==> src/rtl/issue_queue_param.sv <==
// Age-ordered collapsing issue queue: index 0 is the oldest entry, sources wake on
// writeback tag broadcasts, and one ready entry issues per cycle (oldest-ready or head-only).
module issue_queue_param #(
    parameter int DEPTH      = 8,
    parameter int OPC_W      = 6,
    parameter int IMM_W      = 32,
    parameter int REG_W      = 5,
    parameter int NUM_WB     = 2,
    parameter int ISSUE_MODE = 0
) (
    input  logic                      clk,
    input  logic                      rst,
    input  logic                      flush,
    input  logic                      disp_valid,
    output logic                      disp_ready,
    input  logic [OPC_W-1:0]          disp_opcode,
    input  logic [IMM_W-1:0]          disp_imm,
    input  logic [REG_W-1:0]          disp_dest,
    input  logic                      disp_dest_v,
    input  logic [REG_W-1:0]          disp_src1,
    input  logic [REG_W-1:0]          disp_src2,
    input  logic                      disp_src1_v,
    input  logic                      disp_src2_v,
    input  logic                      disp_src1_p,
    input  logic                      disp_src2_p,
    input  logic [NUM_WB-1:0]         wb_valid,
    input  logic [NUM_WB*REG_W-1:0]   wb_tag,
    output logic                      issue_valid,
    input  logic                      issue_ready,
    output logic [OPC_W-1:0]          issue_opcode,
    output logic [IMM_W-1:0]          issue_imm,
    output logic [REG_W-1:0]          issue_dest,
    output logic                      issue_dest_v,
    output logic [REG_W-1:0]          issue_src1,
    output logic [REG_W-1:0]          issue_src2,
    output logic [$clog2(DEPTH+1)-1:0] count,
    output logic                      full,
    output logic                      empty
);

    localparam int CW = $clog2(DEPTH+1);
    localparam int IW = $clog2(DEPTH);

    typedef struct packed {
        logic [OPC_W-1:0] opcode;
        logic [IMM_W-1:0] imm;
        logic [REG_W-1:0] dest;
        logic             dest_v;
        logic [REG_W-1:0] src1;
        logic             src1_v;
        logic             src1_p;
        logic [REG_W-1:0] src2;
        logic             src2_v;
        logic             src2_p;
    } entry_t;

    entry_t          ent_q   [DEPTH];
    entry_t          ent_d   [DEPTH];
    entry_t          ent_ext [DEPTH+1];
    entry_t          new_ent;
    entry_t          sel_ent;
    logic [CW-1:0]   count_q;
    logic [CW-1:0]   count_d;
    logic [DEPTH-1:0] rdy;
    logic            sel_found;
    logic [IW-1:0]   sel_idx;
    logic [IW-1:0]   wr_idx;
    logic            disp_fire;
    logic            iss_fire;

    function automatic logic wb_hit(input logic [REG_W-1:0]        r,
                                    input logic [NUM_WB-1:0]       wv,
                                    input logic [NUM_WB*REG_W-1:0] wt);
        logic hit;
        hit = 1'b0;
        for (int i = 0; i < NUM_WB; i++) begin
            if (wv[i] && (wt[i*REG_W +: REG_W] == r)) hit = 1'b1;
        end
        return hit;
    endfunction

    function automatic entry_t apply_wake(input entry_t                  e,
                                          input logic [NUM_WB-1:0]       wv,
                                          input logic [NUM_WB*REG_W-1:0] wt);
        entry_t r;
        r = e;
        r.src1_p = e.src1_p & ~(e.src1_v & wb_hit(e.src1, wv, wt));
        r.src2_p = e.src2_p & ~(e.src2_v & wb_hit(e.src2, wv, wt));
        return r;
    endfunction

    assign full       = (count_q == CW'(DEPTH));
    assign empty      = (count_q == '0);
    assign count      = count_q;
    assign disp_ready = !full;
    assign disp_fire  = disp_valid && disp_ready;
    assign iss_fire   = sel_found && issue_ready;

    // Readiness uses registered pending bits only, so a wakeup becomes issuable next cycle.
    always_comb begin
        rdy = '0;
        for (int j = 0; j < DEPTH; j++) begin
            rdy[j] = (CW'(j) < count_q)
                   && (!ent_q[j].src1_v || !ent_q[j].src1_p)
                   && (!ent_q[j].src2_v || !ent_q[j].src2_p);
        end
    end

    always_comb begin
        sel_found = 1'b0;
        sel_idx   = '0;
        if (ISSUE_MODE == 1) begin
            sel_found = rdy[0];
        end else begin
            for (int j = DEPTH-1; j >= 0; j--) begin
                if (rdy[j]) begin
                    sel_found = 1'b1;
                    sel_idx   = IW'(j);
                end
            end
        end
    end

    assign sel_ent      = sel_found ? ent_q[sel_idx] : '0;
    assign issue_valid  = sel_found;
    assign issue_opcode = sel_ent.opcode;
    assign issue_imm    = sel_ent.imm;
    assign issue_dest   = sel_ent.dest;
    assign issue_dest_v = sel_ent.dest_v;
    assign issue_src1   = sel_ent.src1;
    assign issue_src2   = sel_ent.src2;

    always_comb begin
        new_ent        = '0;
        new_ent.opcode = disp_opcode;
        new_ent.imm    = disp_imm;
        new_ent.dest   = disp_dest;
        new_ent.dest_v = disp_dest_v;
        new_ent.src1   = disp_src1;
        new_ent.src1_v = disp_src1_v;
        new_ent.src2   = disp_src2;
        new_ent.src2_v = disp_src2_v;
        new_ent.src1_p = disp_src1_p && (disp_src1 != '0)
                      && !(disp_src1_v && wb_hit(disp_src1, wb_valid, wb_tag));
        new_ent.src2_p = disp_src2_p && (disp_src2 != '0)
                      && !(disp_src2_v && wb_hit(disp_src2, wb_valid, wb_tag));
    end

    // Collapse above the issued slot, wake everything, then append the dispatch at the new tail.
    always_comb begin
        for (int j = 0; j < DEPTH; j++) ent_ext[j] = ent_q[j];
        ent_ext[DEPTH] = '0;
        for (int j = 0; j < DEPTH; j++) begin
            if (iss_fire && (IW'(j) >= sel_idx)) begin
                ent_d[j] = apply_wake(ent_ext[j+1], wb_valid, wb_tag);
            end else begin
                ent_d[j] = apply_wake(ent_ext[j], wb_valid, wb_tag);
            end
        end
        wr_idx = IW'(count_q - CW'(iss_fire));
        if (disp_fire) ent_d[wr_idx] = new_ent;
        count_d = count_q + CW'(disp_fire) - CW'(iss_fire);
        if (flush) count_d = '0;
    end

    always_ff @(posedge clk or posedge rst) begin
        if (rst) begin
            count_q <= '0;
            for (int j = 0; j < DEPTH; j++) ent_q[j] <= '0;
        end else begin
            count_q <= count_d;
            for (int j = 0; j < DEPTH; j++) ent_q[j] <= ent_d[j];
        end
    end

endmodule

==> config.mk <==
export PLATFORM = sky130hd
export DESIGN_NAME = issue_queue_param
export DESIGN_NICKNAME = d
export VERILOG_FILES = /design/src/rtl/issue_queue_param.sv
export SDC_FILE = /design/constraint.sdc
export NUM_CORES = 2
export LEC_CHECK = 0
export ABC_AREA = 1
export CORE_ASPECT_RATIO = 1.1
export CORE_MARGIN = 5
export CORE_UTILIZATION = 45
export CTS_CLUSTER_DIAMETER = 80
export DETAILED_ROUTE_END_ITERATION = 7
export PLACE_DENSITY_LB_ADDON = 0.08
export SLEW_MARGIN = 10
export SYNTH_ARGS = -nofsm -noshare
export SYNTH_HDL_FRONTEND = slang
export SYNTH_SLANG_ARGS = --single-unit
==> constraint.sdc <==
create_clock -name clk -period 28.4 [get_ports clk]
set_clock_uncertainty 0.2 [all_clocks]
set_input_delay 2.84 -clock clk [delete_from_list [all_inputs] [get_ports clk]]
set_output_delay 2.84 -clock clk [all_outputs]
set_load 0.1 [all_outputs]
==> summary.md <==
| Metric | Value |
|---|---|
| Status | complete, no violations |
| Critical Path Slowest Stage Cell | clkdlybuf4s50_1 |
| DRC | 0 |
| Routed Antenna Nets | 0 |
| RSZ-0062 raised after global routing | no |
| EDFF count, synth | 0 |
| Horiz. Die Dim | 248 um |
| Largest stage delay on the critical path | 1170 ps |
| Fraction of layout cells with a size suffix above 1 | 0.0415 |
| Rel. slew slack | 0.229 |
| Drt via density | ~6.0 |
| CTS Buffer Depth | 3 |
| Vias | approximately 28,000 |
| # Max-Cap Violations | 0 |
| Top FF cell, synth | dfrtp_1 |
| GRT Overall Usage | 0.306 |
| Seq/Total Area, Yosys | 0.418 |
| Hold crit path type | reg2reg |
| Synthesized area | between 20,000 and 30,000 sq um |
| Share of the synthesized area in the top cell type | 0.418 |
| Critical Path RT | between 20,000 and 30,000 ps |
| CTS buffer count | 53 |
| Post-CTS Hold Buffers | 0 |
| Initial detailed-routing violation count | ~2,800 |
| Initial antenna violation count | 1 |
| Worst setup path class | reg2out |
| Wirelength per Cell | between 20 and 25 um |
| CTS root buf | clkbuf_16 |
| PostCTS Resize Cnt | 0 |
| Setup_tns | 0 ps |
| Ys async rst share | 1.00 |
| Die area | just under 70,000 sq um |
| Most common cell in the synthesized netlist | nand2_1 |
| First-pass GRT wire length | about 160,000 um |
| Pin count of the biggest net entering global routing | 158 |
| Minimum clock period | roughly 8500 ps |
| Slack of the worst reg-to-reg path | between 20,000 and 25,000 ps |
| Final #Nets | between 3,000 and 4,000 |
| Placeable Area | 62,100 sq um |
| I/O Buffers | approximately 140 |
| Synth warn | 0 |
| Count of clock tree sinks | 468 |
| Final setup fails | 0 |
| Final WL | ~110,000 um |
| Cell taking the most area after synthesis | dfrtp_1 |
| IO Pins | approximately 140 |
| Worst-path clk slew | ~60 ps |
| Post-CTS setup buffers | 0 |
| CTS tree | yes |
| Commonest cells post-synth | nand2_1 (698), dfrtp_1 (468), nand3_1 (468), a21oi_1 (457), inv_1 (367) |
| Crit path DAT | approximately 5500 ps |
| Post-synthesis average cell area | 7.08 sq um |
| Worst-path fanout max | roughly 110 |
| Final slew viol count | 0 |
| Max Clock Freq | 117 MHz |
| Vias in the first global route | 26,870 |
| Final Hold Vio Count | 0 |
| Clk_lat worst skew | 620 ps |
| Hold WS | between 300 and 400 ps |
| Row cnt | 96 |
| GRT overflow | 0 |
| Detailed placer's ending HPWL | 59,400 um |
| CP most frequent cell | nand2_1 |
| RD Place Congestion | about 0.91 |
| CTS H-tree lvls | 2 |
| Initial Utilization | 0.451 |
| Layout overhead on the synthesized area | 11.1% |
| Drt pass-1 iters | 6 |
| #FFs+latches synth | 468 |
| Critical Path, Cell by Cell | inv_1 > ha_1 > a21oi_1 > nand3_1 > nand2_1 > nand2_1 > nand2_1 > nand2_1 > nand2_1 > nand2_8 > inv_2 > buf_4 > nand2_1 > nand3_1 > nand3_1 > nand2_1 > clkdlybuf4s50_1 |
| Worst-Margin Slew | approximately 1200 ps |
| Worst setup EP type | output port |
| Netlist cell types | 39 |
| Die height | ~270 um |
| Area contributors post-synth | dfrtp_1 (42%), nand2_1 (9.3%), nand3_1 (8.4%) |
| Syn_nets | roughly 4,000 |
| Worst setup SP type | flop |
| Final period util | 0.300 |
| Cells after synthesis | ~4,000 |
[state kept, by name (all words and copies together), names as in the netlist]
signal and cells:
count 4, ent_ext 464
[final timing paths]
| path | from | endpoint | cells past startpoint |
|---|---|---|---|
| max | count[2] | issue_imm[8] | 17 |
| min | ent_ext[78] | ent_ext[136] | 2 |
| max reg2reg | count[2] | ent_ext[464] | 16 |
| min reg2reg | ent_ext[78] | ent_ext[136] | 2 |
| max in group asynchronous | rst | ent_ext[66] | 4 |
| min in group asynchronous | rst | ent_ext[146] | 2 |
[cell usage in the layout, fill, tap and decap left out, types with 12 or more instances in the layout]
cell type,n
clkbuf_8,15
clkbuf_1,16
nor2_1,353
nand2_1,692
a21oi_1,457
clkbuf_16,53
buf_4,40
o21ai_0,312
o21ai_1,104
o211ai_1,55
nand3_1,468
inv_2,12
dfrtp_1,468
a221oi_1,25
o22ai_1,192
clkdlybuf4s50_1,136
inv_1,363
a31oi_1,49
[worst max-delay path: cells and delay by family (launching register included)]
family	cells	cell delay, ps
buffers and inverters	4	2500
and+or+nand+nor	11	1450
DFF	1	400
adders and majority gates	1	290
AOI/OAI and AO/OA	1	140
[logic make-up (layout without fill, tap and decap cells)]
family	after synthesis	count (layout)	synth area share
other	0	1	0
xor gates and xnor gates	18	18	0.00563
DFF	468	468	0.418
buffers and inverters	706	657	0.104
adders and majority gates	10	10	0.00473
and+or+nand+nor	1545	1545	0.230
AOI/OAI and AO/OA	1210	1210	0.237
[per-stage QoR]
| stage | worst slack, ps | std cells | utilization | area, sq um |
|---|---|---|---|---|
| floorplan | 12310 | 3957 | - | 28000 |
| global placement | 20640 | 4646 | 0.474 | 29400 |
| detailed placement | 20590 | 4646 | 0.474 | 29400 |
| CTS | 19920 | 4741 | 0.501 | 31100 |
| global route | 19580 | 4741 | 0.501 | 31100 |
| finish | 19870 | 4742 | 0.501 | 31100 |
[routing by layer]
layer	part of all wire	vias up	global-route usage
met2	0.46	1281	0.488
met1	0.42	13524	0.426
met3	0.082	283	0.0442
li1	-	13214	-
met5	0	-	0
met4	0.041	0	0.113
[layout make-up]
cell class	instances	area, sq um
multi-input combinational	2783	13500
timing repair buffer	177	1680
antenna	1	2.50
sequential	468	11700
tap	833	1040
clock inverter	11	128
fill	6274	31000
inverter	385	1470
clock buffer	84	1590
Power is not shown: default switching activity piles up to over one toggle a cycle in this logic, so the estimate is an artifact.
